**src/rtl/dummy_accelerator_pkg.sv**
```systemverilog
`default_nettype none
// ============================================================================
// Module      : dummy_accelerator_pkg
// Description : Shared types and constants for the accelerator dispatcher.
// Revision    : 1.0 - initial release
// ============================================================================
package dummy_accelerator_pkg;

    localparam int c_ORDER_DEPTH_DEFAULT = 8;
    localparam int c_UNIT_IDX_W          = 8;

    // Routing metadata kept per in-flight operation; the tag travels alongside.
    typedef struct packed {
        logic                    illegal;
        logic [c_UNIT_IDX_W-1:0] unit;
    } order_meta_t;

    function automatic order_meta_t make_meta(input logic [c_UNIT_IDX_W-1:0] unit,
                                              input logic                    illegal);
        order_meta_t m;
        m.illegal = illegal;
        m.unit    = unit;
        return m;
    endfunction

endpackage
`default_nettype wire

```
**src/rtl/dummy_accelerator_order_fifo.sv**
```systemverilog
`default_nettype none
// ============================================================================
// Module      : dummy_accelerator_order_fifo
// Description : Synchronous order FIFO with flush and occupancy count.
// Revision    : 1.0 - initial release
// ============================================================================
module dummy_accelerator_order_fifo #(
    parameter int  DATA_W  = 8,
    parameter int  DEPTH   = 8,
    localparam int c_PTR_W = $clog2(DEPTH),
    localparam int c_CNT_W = c_PTR_W + 1
) (
    input  logic               clk_i,
    input  logic               rst_i,
    input  logic               flush_i,
    input  logic               push_i,
    input  logic               pop_i,
    input  logic [DATA_W-1:0]  data_i,
    output logic [DATA_W-1:0]  data_o,
    output logic               full_o,
    output logic               empty_o,
    output logic [c_CNT_W-1:0] count_o
);

    logic [DATA_W-1:0]  r_mem [DEPTH];
    logic [c_PTR_W-1:0] r_wr_ptr;
    logic [c_PTR_W-1:0] r_rd_ptr;
    logic [c_CNT_W-1:0] r_count;
    logic               w_push;
    logic               w_pop;

    // Full depends on stored occupancy only, so a same-cycle pop never frees a slot.
    assign full_o  = (r_count == c_CNT_W'(DEPTH));
    assign empty_o = (r_count == '0);
    assign count_o = r_count;
    assign data_o  = r_mem[r_rd_ptr];
    assign w_push  = push_i && !full_o;
    assign w_pop   = pop_i && !empty_o;

    always_ff @(posedge clk_i) begin
        if (w_push) begin
            r_mem[r_wr_ptr] <= data_i;
        end
    end

    always_ff @(posedge clk_i) begin
        if (rst_i || flush_i) begin
            r_wr_ptr <= '0;
            r_rd_ptr <= '0;
            r_count  <= '0;
        end else begin
            if (w_push) begin
                r_wr_ptr <= r_wr_ptr + 1'b1;
            end
            if (w_pop) begin
                r_rd_ptr <= r_rd_ptr + 1'b1;
            end
            r_count <= r_count + c_CNT_W'(w_push) - c_CNT_W'(w_pop);
        end
    end

endmodule
`default_nettype wire

```
**src/rtl/dummy_accelerator_dispatcher.sv**
```systemverilog
`default_nettype none
// ============================================================================
// Module      : dummy_accelerator_dispatcher
// Description : Issues ops to execution units and retires results in order.
// Revision    : 1.0 - initial release
// ============================================================================
module dummy_accelerator_dispatcher
    import dummy_accelerator_pkg::*;
#(
    parameter int  WIDTH       = 32,
    parameter int  IMM_WIDTH   = 11,
    parameter int  NUM_UNITS   = 2,
    parameter int  ORDER_DEPTH = c_ORDER_DEPTH_DEFAULT,
    parameter type TagType_t   = logic,
    localparam int c_SEL_W     = (NUM_UNITS > 1) ? $clog2(NUM_UNITS) : 1
) (
    input  logic                             clk_i,
    input  logic                             rst_i,
    input  logic                             flush_i,
    input  logic [c_SEL_W-1:0]               unit_sel_i,
    input  logic                             valid_i,
    output logic                             ready_o,
    input  logic [WIDTH-1:0]                 rs1_value_i,
    input  logic [IMM_WIDTH-1:0]             imm_i,
    input  TagType_t                         tag_i,
    output logic                             valid_o,
    input  logic                             ready_i,
    output logic [WIDTH-1:0]                 result_o,
    output TagType_t                         tag_o,
    output logic                             error_o,
    output logic                             busy_o,
    output logic [NUM_UNITS-1:0]             unit_valid_o,
    input  logic [NUM_UNITS-1:0]             unit_ready_i,
    output logic [WIDTH-1:0]                 unit_rs1_o,
    output logic [IMM_WIDTH-1:0]             unit_imm_o,
    output TagType_t                         unit_tag_o,
    output logic                             unit_flush_o,
    input  logic [NUM_UNITS-1:0]             unit_valid_i,
    output logic [NUM_UNITS-1:0]             unit_ready_o,
    input  logic [NUM_UNITS-1:0][WIDTH-1:0]  unit_result_i,
    input  TagType_t [NUM_UNITS-1:0]         unit_tag_i
);

    localparam int c_TAG_W   = $bits(TagType_t);
    localparam int c_META_W  = $bits(order_meta_t);
    localparam int c_ENTRY_W = c_META_W + c_TAG_W;
    localparam int c_CNT_W   = $clog2(ORDER_DEPTH) + 1;

    logic                 w_gate;
    logic                 w_sel_illegal;
    logic                 w_sel_ready;
    logic                 w_full;
    logic                 w_empty;
    logic                 w_push;
    logic                 w_pop;
    logic [c_CNT_W-1:0]   w_count;
    logic [c_ENTRY_W-1:0] w_push_entry;
    logic [c_ENTRY_W-1:0] w_head_entry;
    order_meta_t          w_head_meta;
    TagType_t             w_head_tag;

    // Reset and flush both mask every handshake in the cycle they are asserted.
    assign w_gate        = !rst_i && !flush_i;
    assign w_sel_illegal = (32'(unit_sel_i) >= NUM_UNITS);

    assign unit_rs1_o   = rs1_value_i;
    assign unit_imm_o   = imm_i;
    assign unit_tag_o   = tag_i;
    assign unit_flush_o = flush_i;

    always_comb begin
        w_sel_ready  = 1'b0;
        unit_valid_o = '0;
        for (int s = 0; s < NUM_UNITS; s++) begin
            if (unit_sel_i == c_SEL_W'(s)) begin
                w_sel_ready     = unit_ready_i[s];
                unit_valid_o[s] = w_gate && valid_i && !w_full;
            end
        end
    end

    assign ready_o      = w_gate && !w_full && (w_sel_illegal || w_sel_ready);
    assign w_push       = valid_i && ready_o;
    assign w_push_entry = {make_meta(c_UNIT_IDX_W'(unit_sel_i), w_sel_illegal), tag_i};
    assign w_head_meta  = w_head_entry[c_ENTRY_W-1 -: c_META_W];
    assign w_head_tag   = w_head_entry[c_TAG_W-1:0];

    // Only the unit owning the oldest op is granted, which enforces in-order retirement.
    always_comb begin
        valid_o      = 1'b0;
        result_o     = '0;
        tag_o        = '0;
        error_o      = 1'b0;
        unit_ready_o = '0;
        if (w_gate && !w_empty) begin
            if (w_head_meta.illegal) begin
                valid_o = 1'b1;
                tag_o   = w_head_tag;
                error_o = 1'b1;
            end else begin
                for (int s = 0; s < NUM_UNITS; s++) begin
                    if (w_head_meta.unit == c_UNIT_IDX_W'(s)) begin
                        valid_o         = unit_valid_i[s];
                        result_o        = unit_result_i[s];
                        tag_o           = unit_tag_i[s];
                        unit_ready_o[s] = ready_i;
                    end
                end
            end
        end
    end

    assign w_pop  = valid_o && ready_i;
    assign busy_o = !rst_i && (w_count != '0);

    dummy_accelerator_order_fifo #(
        .DATA_W (c_ENTRY_W),
        .DEPTH  (ORDER_DEPTH)
    ) u_order_fifo (
        .clk_i   (clk_i),
        .rst_i   (rst_i),
        .flush_i (flush_i),
        .push_i  (w_push),
        .pop_i   (w_pop),
        .data_i  (w_push_entry),
        .data_o  (w_head_entry),
        .full_o  (w_full),
        .empty_o (w_empty),
        .count_o (w_count)
    );

endmodule
`default_nettype wire
```
**config.mk**
```make
export PLATFORM = sky130hd
export DESIGN_NAME = dummy_accelerator_dispatcher
export DESIGN_NICKNAME = d
export VERILOG_FILES = /design/src/rtl/dummy_accelerator_pkg.sv /design/src/rtl/dummy_accelerator_order_fifo.sv /design/src/rtl/dummy_accelerator_dispatcher.sv
export SDC_FILE = /design/constraint.sdc
export NUM_CORES = 1
export LEC_CHECK = 0
export ABC_AREA = 1
export BUFFER_PORTS_ARGS = -buffer_cell sky130_fd_sc_hd__buf_2
export CAP_MARGIN = 15
export CORE_MARGIN = 8
export CORE_UTILIZATION = 36
export CTS_BUF_LIST = sky130_fd_sc_hd__clkbuf_4 sky130_fd_sc_hd__clkbuf_8
export DETAILED_ROUTE_END_ITERATION = 6
export PLACE_DENSITY = 0.88
export SLEW_MARGIN = 20
export SYNTH_ARGS = -nofsm -noshare
export SYNTH_HDL_FRONTEND = slang
export SYNTH_SLANG_ARGS = --single-unit
```
**constraint.sdc**
```tcl
create_clock -name clk_i -period 2.52 [get_ports clk_i]
set_input_delay 0.126 -clock clk_i [delete_from_list [all_inputs] [get_ports clk_i]]
set_output_delay 0.126 -clock clk_i [all_outputs]
set_load 0.02 [all_outputs]
```
==> run metrics, run 1 <==
status=finished clean; Area contributors post-synth=buf_4, nor2_1, dfxtp_1; Fin. Hold Viols=0; cell count after synthesis=305; Internal=521 uW; GRT Resource Usage Total=15.9%; Reg2Reg Depth=14; Initial Util=36.5%; # hold bufs at CTS=0; Post-Synthesis Cell Area=1960 um^2; synth cell count leaders=nor2_1, buf_4, o21ai_0, inv_1, nand2_1; maximum clock path buffer count=2; Net Count, Synth=434; Multi-input gate area=960 um^2; Comb power frac=16.7%; crit-path max FO=3; library cells used by synthesis=28; largest net degree at the start of global routing=37; worst-margin pin slew=0.501 ns; DPL Wire Length=5840 um; Synth Flop Type=dfxtp_1; Hold Path Stages=1; Die ar.=8070 um^2; post-CTS setup buffers=0; total CTS buffers=3; worst path cell trace=inv_1 -> ha_1 -> nand3_1 -> inv_1 -> nor2_2 -> nand3_1 -> nor2_2 -> ha_1 -> inv_1 -> ha_1 -> inv_1 -> fa_1 -> xor2_1 -> nor2_1; CTS H-tree lvls=1; HP Class=input pin to register; Via Count=2080; yosys warns=0; leakage=1.28 nW; initial antenna violation count=0; share of the synthesized area in the top cell type=17.6%; row cnt=27; drt total wl=6780 um; Async S/R FF share, synth=0%; Hold Slack=0.187 ns; syn avg cell area=6.44 um^2; Crit Path Category=register to register; post-synth top area cell=buf_4; register area=502 um^2; Pwr Density=297 nW/um^2; CP startpoint kind=register; minimum clock period=2.31 ns; die height=89.8 um; antenna-violating nets left=0; P&R area growth vs syn=18.9%; CTS tree=done; layout cells sized above 1=36.6%; WL per Instance=15.3 um; Worst-path clk slew=0.08 ns; Overflow after GRT=0; placer congestion estimate=0.837; NetSw=172 uW; clock power share=32.3%; reg2reg end=u_order_fifo.count_o[2]$_SDFF_PP0_; vias in the first global route=2078; Max Cap Violations=0; Synth Register Bits=21; Hold Path Origin=unit_sel_i; Crit-path slowest cell=fa_1; DRT Pass-1 Iters=4; CP required=2.67 ns; Clock Tree Root=clkbuf_8; most used cell, CP=inv_1; setup TNS=0 ns; most common cell in the netlist=nor2_1; first-pass GRT wire length=10700 um; latest clock arrival within the worst-skew pair=0.27 ns; IO Count=206; headroom to the max-slew limit=66.5%; overall power=693 uW; PortBufs=116; CTS sink count=21; diode count=0; Slew Limit Fails=0; core area=5370 um^2; Residual DRC=0; sw frac=24.8%; DR iter-0 viols=86; Vias/cell=4.68; Worst Path Arrival=2.46 ns; RR Startpoint=u_order_fifo.count_o[2]$_SDFF_PP0_; Worst Setup End Kind=register; Fillers=549; VDD IR-drop max=0.295 mV; RSZ-0062 raised after global routing=no; # nets final=502; Seq/Total Area, Yosys=25.5%; Reg2Reg Setup Slack=0.21 ns; Post-synth EDFFs=8; Flop pwr share=51.0%; Chip Width=89.8 um; Fmax=433 MHz; Clock Skews=0.00776 ns; WHS Endpoint=u_order_fifo.r_mem[1][1]$_DFFE_PP_; final setup fails=0; slowest stage delay, CP=0.37 ns; Tcrit/Tclk final=91.6%
==> cell type report <==
cell class	instances	area share, %
repair buffers	119	26.4
multi-input cells	196	41.1
clock inverters	1	0.214
inverters	32	5.15
flip-flops and latches	21	21.5
well taps	72	3.86
clock buffers	3	1.77
==> through the flow <==
stage | utilization, % | cells | instance area, um^2 | setup WS [ns]
2_1_floorplan | - | 305 | 1960 | 0.310
3_3_place_gp | 42.4 | 440 | 2280 | 0.341
3_5_place_dp | 42.4 | 440 | 2280 | 0.165
4_1_cts | 43.3 | 444 | 2320 | 0.133
5_1_grt | 43.4 | 444 | 2330 | 0.0371
6_report | 43.4 | 444 | 2330 | 0.213
==> worst max-delay path by stage <==
stage	to	slack, ns	startpoint	cells after the start
floorplan	u_order_fifo.count_o[2]$_SDFF_PP0_	0.31	u_order_fifo.count_o[2]$_SDFF_PP0_	14
global placement	u_order_fifo.count_o[2]$_SDFF_PP0_	0.34	register	15
detailed placement	u_order_fifo.count_o[3]$_SDFF_PP0_	0.16	u_order_fifo.count_o[2]$_SDFF_PP0_	15
CTS	u_order_fifo.count_o[3]$_SDFF_PP0_	0.13	u_order_fifo.count_o[2]$_SDFF_PP0_	15
global route	u_order_fifo.count_o[2]$_SDFF_PP0_	0.04	register	15
finish	u_order_fifo.count_o[2]$_SDFF_PP0_	0.21	u_order_fifo.count_o[2]$_SDFF_PP0_	14
==> power groups by stage <==
stage	clock, mW	sequential [mW]	combinational, mW
2_1_floorplan	0	0.361	0.149
3_3_place_gp	0	0.361	0.114
3_5_place_dp	0	0.361	0.115
4_1_cts	0.224	0.353	0.116
5_1_grt	0.238	0.354	0.128
6_report	0.224	0.353	0.116
==> layer usage <==
metal	track usage, %	share of wire (%)	vias to the layer above
met4	5.50	2.2	0
met2	28.3	50	123
met5	1.28	0	-
met1	16.3	36	899
met3	6.40	12	15
li1	-	-	1043
==> placed cells by master, fill, tap and decap left out <==
master / netlist / final
buf_2: 0 / 116
nor2_1: 90 / 89
o21ai_0: 36 / 36
inv_1: 30 / 30
nand2_1: 30 / 30
nand3_1: 12 / 12
dfxtp_1: 13 / 12
ha_1: 8 / 8
edfxtp_1: 8 / 8
nor3_1: 3 / 3
a21oi_1: 3 / 3
clkbuf_8: 0 / 3
inv_2: 2 / 2
nor2_2: 1 / 2
buf_4: 46 / 2
or2_1: 1 / 1
a31oi_4: 1 / 1
nand2_2: 1 / 1
nor2_4: 1 / 1
or2_4: 1 / 1
nor3_2: 1 / 1
or2_2: 1 / 1
nand4_1: 1 / 1
a211oi_2: 0 / 1
a21oi_2: 1 / 1
xor2_1: 1 / 1
fa_1: 1 / 1
dfxtp_2: 0 / 1
conb_1: 1 / 1
clkinv_2: 0 / 1
buf_12: 0 / 1
==> critical path: cells and delay by family (launching register included) <==
| kind | cells | cell delay [ns] |
|---|---|---|
| XOR/XNOR | 1 | 0.15 |
| adder cells (fa/ha/maj) | 4 | 0.96 |
| buffers and inverters | 4 | 0.29 |
| flip-flops | 1 | 0.33 |
| AND/OR/NAND/NOR | 5 | 0.47 |
==> cells by family (layout without fill, tap and decap cells) <==
family                     after synthesis  after routing  synth area share [%]
AOI/OAI and AO/OA                       42             42                  11.9
xor gates and xnor gates                 1              1                 0.446
adders and majority gates                9              9                  6.12
buffers and inverters                   88            155                  26.0
DFF                                     21             21                  25.5
other                                    1              1                 0.191
and+or+nand+nor                        143            143                  29.9
==> timing repair <==
item | CTS | global route
hold endpoints to repair | 0 | 0
setup endpoints to repair | 0 | 3
resized for setup | 0 | 3
No activity file was read; power rests on OpenSTA's default activity.
==> run 2: changes to the inputs <==
--- a/config.mk
+++ b/config.mk
@@ -8,11 +8,11 @@
 export ABC_AREA = 1
 export BUFFER_PORTS_ARGS = -buffer_cell sky130_fd_sc_hd__buf_2
 export CAP_MARGIN = 15
-export CORE_MARGIN = 8
-export CORE_UTILIZATION = 36
+export CORE_AREA = 2 2 80 82
 export CTS_BUF_LIST = sky130_fd_sc_hd__clkbuf_4 sky130_fd_sc_hd__clkbuf_8
 export DETAILED_ROUTE_END_ITERATION = 6
-export PLACE_DENSITY = 0.88
+export DIE_AREA = 0 0 82 84
+export PLACE_DENSITY = 0.82
 export SLEW_MARGIN = 20
 export SYNTH_ARGS = -nofsm -noshare
 export SYNTH_HDL_FRONTEND = slang
==> constraint.sdc (replaced) <==
create_clock -name clk_i -period 2.52 [get_ports clk_i]
set_input_delay 0.126 -clock clk_i [delete_from_list [all_inputs] [get_ports clk_i]]
set_output_delay 0.126 -clock clk_i [all_outputs]
set_load 0.05 [all_outputs]
==> run 2 against run 1 <==
Sequential power about the same. Via count increased by 1.2%. Cell area increased by 0.70%. Sequential share of layout area decreased by 0.15 points. Register-to-register slack got worse by 0.04 ns. Clock power increased by 5%. Cell count increased by 1.4%. Utilization decreased by 4.9 points. Hold slack got worse by 0.017 ns. Non-clock buffer count increased by 1. Combinational power increased by 11%. Critical path type unchanged. Highest routed layer is now met5.
==> run metrics, run 2 (same netlist as run 1, synthesis figures left out) <==
Hold Slack=0.170 ns (-0.0169 ns); DRT Pass-1 Iters=4 (unchanged); initial antenna violation count=2 (+2); vias in the first global route=1836 (-12%); Placed Area=2290 um^2 (+0.60%); status=finished clean; DPL Wire Length=5500 um (-5.9%); Chip Width=82 um (-8.7%); Clock Skews=0.00213 ns (-0.00562 ns); Clock Tree Root=clkbuf_8; Post-CTS Resized=0 (unchanged); Worst path depth=15 (+1); Worst Path Arrival=2.54 ns (+0.08 ns); commonest non-fill, non-tap cell in the layout=buf_2; CP required=2.72 ns (+0.05 ns); # hold bufs at CTS=0 (unchanged); Vias/cell=4.68 (-0.19%); Tcrit/Tclk final=93.0% (+1.4 points); core area=6100 um^2 (+13%); most frequent cells in the layout=buf_2, nor2_1, o21ai_0; antenna-violating nets left=0 (unchanged); overall power=718 uW (+3.6%); layout cells sized above 1=36.7% (+0.17 points); Reg2Reg Depth=15 (+1); slowest stage delay, CP=0.31 ns (-0.06 ns); PortBufs=116 (unchanged); Fin. Hold Viols=0 (unchanged); row cnt=29 (+7.4%); Die ar.=6890 um^2 (-15%); most used cell, CP=inv_1; first-pass GRT wire length=9180 um (-14%); Crit Path Category=register to register; Via Count=2104 (+1.2%); Overflow after GRT=0 (unchanged); leakage=1.28 nW (+0.34%); diode count=0 (unchanged); Worst path top cell family by delay=adder cells; total CTS buffers=3 (unchanged); CTS tree=done; post-CTS setup buffers=0 (unchanged); GRT Resource Usage Total=17.7% (+1.9 points); Worst-path clk slew=0.07 ns (about the same); Initial Util=32.2% (-4.3 points); P&R area growth vs syn=19.7%; final setup fails=0 (unchanged); DR iter-0 viols=58 (-33%); maximum clock path buffer count=2 (unchanged); CP startpoint kind=register; Post-Route Utilization=38.5% (-4.9 points); HP Class=input pin to register; latest clock arrival within the worst-skew pair=0.27 ns (about the same); Crit-path slowest cell=dfxtp_1; CTS sink count=21 (unchanged); Residual DRC=0 (unchanged); Fmax=427 MHz (-1.5%); Design Area, Final=2350 um^2 (+0.70%); WL per Instance=14.6 um (-4.2%); Pwr Density=306 nW/um^2 (+2.9%); placer congestion estimate=0.858 (+2.5%); crit-path max FO=3 (unchanged); worst path cell trace=inv_1 -> ha_1 -> nand3_1 -> inv_1 -> nor2_2 -> nand3_1 -> nor2_1 -> ha_2 -> inv_1 -> ha_1 -> nand2_1 -> nor2_1 -> a211oi_2 -> o21ai_0 -> a21oi_1; die height=84 um (-6.5%); worst path buffer plus inverter count=3 (-1); largest net degree at the start of global routing=37 (unchanged); Slew Limit Fails=0 (unchanged); VDD IR-drop max=0.300 mV (+1.5%); IO Count=206 (unchanged); # nets final=503 (+0.20%); Worst Setup End Kind=register; CTS H-tree lvls=1 (unchanged); minimum clock period=2.34 ns (+0.0357 ns); drt total wl=6590 um (-2.9%); pre-CTS setup slack=0.228 ns (+0.0637 ns); Max Cap Violations=0 (unchanged); final worst setup slack=0.177 ns (-0.0357 ns); Hold Path Stages=1 (unchanged)
==> run 2: final cells by class <==
class / count / area, um^2
fillers: 677 / 3750
multi-input cells: 196 / 960
repair buffers: 120 / 623
flip-flops and latches: 21 / 502
inverters: 32 / 120
well taps: 77 / 96.3
clock buffers: 4 / 48.8
==> run 2: power breakdown <==
group          internal (mW)  leakage, nW  switching, mW
Clock                  0.124       0.0262          0.112
Sequential             0.353        0.177       0.000913
Combinational         0.0591         1.08         0.0703
==> run 2: layer usage <==
metal	share of wire [%]	GRT usage, %	vias up	wire length, um
met4	2.6	6.21	4	172
met5	0.36	0	-	24
met2	45	28.0	97	2980
met3	18	12.2	30	1150
met1	34	18.3	928	2260
li1	-	-	1045	-
==> run 2: worst reg2reg max path: stages (launching register included) <==
cell and delay [ns]:
dfxtp_1 0.31, inv_1 0.06, ha_1 0.20, nand3_1 0.10, inv_1 0.07, nor2_2 0.12
nand3_1 0.09, nor2_1 0.16, ha_2 0.23, inv_1 0.06, ha_1 0.29, nand2_1 0.07
nor2_1 0.05, a211oi_2 0.21, o21ai_0 0.11, a21oi_1 0.14
==> run 2: path summary, 6_finish.rpt <==
| check | end | slack [ns] | from |
|---|---|---|---|
| worst max-delay path | u_order_fifo.count_o[3]$_SDFF_PP0_ | 0.18 | u_order_fifo.count_o[2]$_SDFF_PP0_ |
| worst min-delay path | u_order_fifo.r_mem[1][1]$_DFFE_PP_ | 0.17 | unit_sel_i |
| worst max register to register | u_order_fifo.count_o[3]$_SDFF_PP0_ | 0.18 | u_order_fifo.count_o[2]$_SDFF_PP0_ |
| worst min register to register | u_order_fifo.r_wr_ptr[0]$_SDFFE_PP0P_ | 0.52 | u_order_fifo.r_wr_ptr[0]$_SDFFE_PP0P_ |
==> run 2: through the flow <==
stage                     cells  setup TNS [ns]
final                       450               0
after global routing        450         -0.0108
after CTS                   450               0
after detailed placement    446               0
after global placement      446               0
after floorplan             305               0
==> run 3: changes to the inputs <==
--- a/config.mk
+++ b/config.mk
@@ -12,7 +12,8 @@
 export CTS_BUF_LIST = sky130_fd_sc_hd__clkbuf_4 sky130_fd_sc_hd__clkbuf_8
 export DETAILED_ROUTE_END_ITERATION = 6
 export DIE_AREA = 0 0 82 84
-export PLACE_DENSITY = 0.82
+export PLACE_DENSITY_LB_ADDON = 0.1
+export RECOVER_POWER = 100
 export SLEW_MARGIN = 20
 export SYNTH_ARGS = -nofsm -noshare
 export SYNTH_HDL_FRONTEND = slang
==> run 3 against run 2 <==
Cell count stayed put. Sequential share of layout area is 0.41 points higher. Clock skew is 0.0017 ns higher. Utilization is 0.64 points lower. Non-clock buffer count stayed put. Clock-buffer cell count is 1 lower. Routed wire length is 1.3% lower. Global-route usage is 0.34 points higher. Largest power group unchanged.
==> run metrics, run 3 (same netlist as run 1, synthesis figures left out) <==
status=finished clean; setup TNS=0 ns (unchanged); Max Cap Violations=0 (unchanged); CTS tree=done; minimum clock period=2.25 ns (-0.0926 ns); worst path buffer plus inverter count=4 (+1); placer congestion estimate=0.815 (-5.0%); headroom to the max-slew limit=60.8%; DR iter-0 viols=45 (-22%); Crit Path Category=register to register; commonest non-fill, non-tap cell in the layout=nor2_1; Clock Tree Root=clkbuf_8; Crit-path slowest cell=fa_1; Fillers=714 (+5.5%); Chip Width=82 um (unchanged); first-pass GRT wire length=9460 um (+3.0%); Hold Slack=0.220 ns (+0.0498 ns); Initial Util=32.2% (unchanged); Worst Setup End Kind=register; total CTS buffers=3 (unchanged); Overflow after GRT=0 (unchanged); crit-path max FO=3 (unchanged); HP Class=input pin to register; Worst-path clk slew=0.08 ns (about the same); leakage=1.21 nW (-5.3%); CP startpoint kind=register; final setup fails=0 (unchanged); Multi-input gate area=927 um^2 (-3.4%); Design Area, Final=2310 um^2 (-1.7%); RSZ-0062 raised after global routing=no; Via Count=1985 (-5.7%); row cnt=29 (unchanged); Tcrit/Tclk final=89.3% (-3.7 points); Clock Skews=0.00388 ns (+0.00174 ns); Worst path top cell family by delay=adder cells; antenna-violating nets left=0 (unchanged); register area=503 um^2 (+0.25%); initial antenna violation count=1 (-1); Fin. Hold Viols=0 (unchanged); DPL Wire Length=5400 um (-1.7%); overall power=710 uW (-1.2%); Pwr Density=307 nW/um^2 (+0.46%); die height=84 um (unchanged); largest net degree at the start of global routing=37 (unchanged); Worst Path Arrival=2.41 ns (-0.13 ns); layout cells sized above 1=33.8% (-2.9 points); latest clock arrival within the worst-skew pair=0.26 ns (about the same); # nets final=503 (unchanged); Placed Area=2290 um^2 (unchanged); most used cell, CP=inv_1; PortBufs=116 (unchanged); VDD IR-drop max=0.172 mV (-43%); CTS H-tree lvls=1 (unchanged); DRT Pass-1 Iters=4 (unchanged); Fmax=444 MHz (+4.1%); Die ar.=6890 um^2 (unchanged); vias in the first global route=1872 (+2.0%); Slew Limit Fails=0 (unchanged); WL per Instance=14.4 um (-1.3%); most frequent cells in the layout=nor2_1, buf_2, o21ai_0, clkbuf_2; post-CTS setup buffers=0 (unchanged); CP required=2.68 ns (-0.04 ns); drt total wl=6500 um (-1.3%); GRT Resource Usage Total=18.1% (+0.34 points); worst-margin pin slew=0.590 ns; # hold bufs at CTS=0 (unchanged); Post-CTS Resized=0 (unchanged); diode count=0 (unchanged); maximum clock path buffer count=2 (unchanged); core area=6100 um^2 (unchanged); worst path cell trace=inv_1 -> ha_1 -> nand3_1 -> inv_1 -> nor2_2 -> nand3_1 -> nor2_1 -> ha_1 -> inv_1 -> ha_1 -> inv_1 -> fa_1 -> xor2_1 -> nor2_1; Vias/cell=4.41 (-5.7%); CTS sink count=21 (unchanged); P&R area growth vs syn=17.7%; slowest stage delay, CP=0.38 ns (+0.07 ns); IO Count=206 (unchanged); Residual DRC=0 (unchanged)
[run 3: cell types whose count changed in the layout (fill, tap and decap cells not counted), sizes merged]
cell | before | now
inv | 32 | 31
clkinvlp | 0 | 1
buf | 120 | 78
clkbuf | 4 | 45
clkinv | 0 | 1
[run 3: metrics by stage]
step	setup slack, ns	utilization [%]	std cells
4_1_cts	0.246	38.4	450
2_1_floorplan	0.310	-	305
3_3_place_gp	0.324	37.6	446
5_1_grt	0.0540	37.9	450
6_report	0.270	37.9	450
3_5_place_dp	0.266	37.6	446
[run 3: final cells by class]
class	instances	share of cell area, %
flip-flops and latches	21	21.8
well taps	77	4.17
clock inverters	1	0.325
repair buffers	120	26.6
clock buffers	3	1.79
inverters	32	5.20
multi-input cells	196	40.1
[run 3: layer usage]
layer  track usage [%]  vias to the layer above  routed length, um
li1                  -                     1041                  -
met1              19.3                      835               2350
met2              29.5                       91               2980
met3              11.6                       16               1070
met4              4.39                        2                 89
met5                 0                        -                 13
[run 3: worst min-delay path: cells and delay by family]
| family | cells | cell delay, ns |
|---|---|---|
| buf+inv | 1 | 0.12 |
| simple gates | 3 | 0.21 |
[run 3: path summary, 6_finish.rpt]
check,slack [ns],start,depth (start not counted),end
hold / removal,0.22,ready_i,4,register
hold reg to reg,0.52,u_order_fifo.r_wr_ptr[0]$_SDFFE_PP0P_,2,u_order_fifo.r_wr_ptr[0]$_SDFFE_PP0P_
setup reg to reg,0.27,u_order_fifo.count_o[2]$_SDFF_PP0_,14,u_order_fifo.count_o[2]$_SDFF_PP0_
setup / recovery,0.27,u_order_fifo.count_o[2]$_SDFF_PP0_,14,u_order_fifo.count_o[2]$_SDFF_PP0_
[run 3: report_power, final]
part	total (mW)	internal (mW)	switching, mW
registers	0.353	0.353	0.000822
logic	0.124	0.0565	0.0679
clock network	0.232	0.112	0.120
total	0.710	0.521	0.189
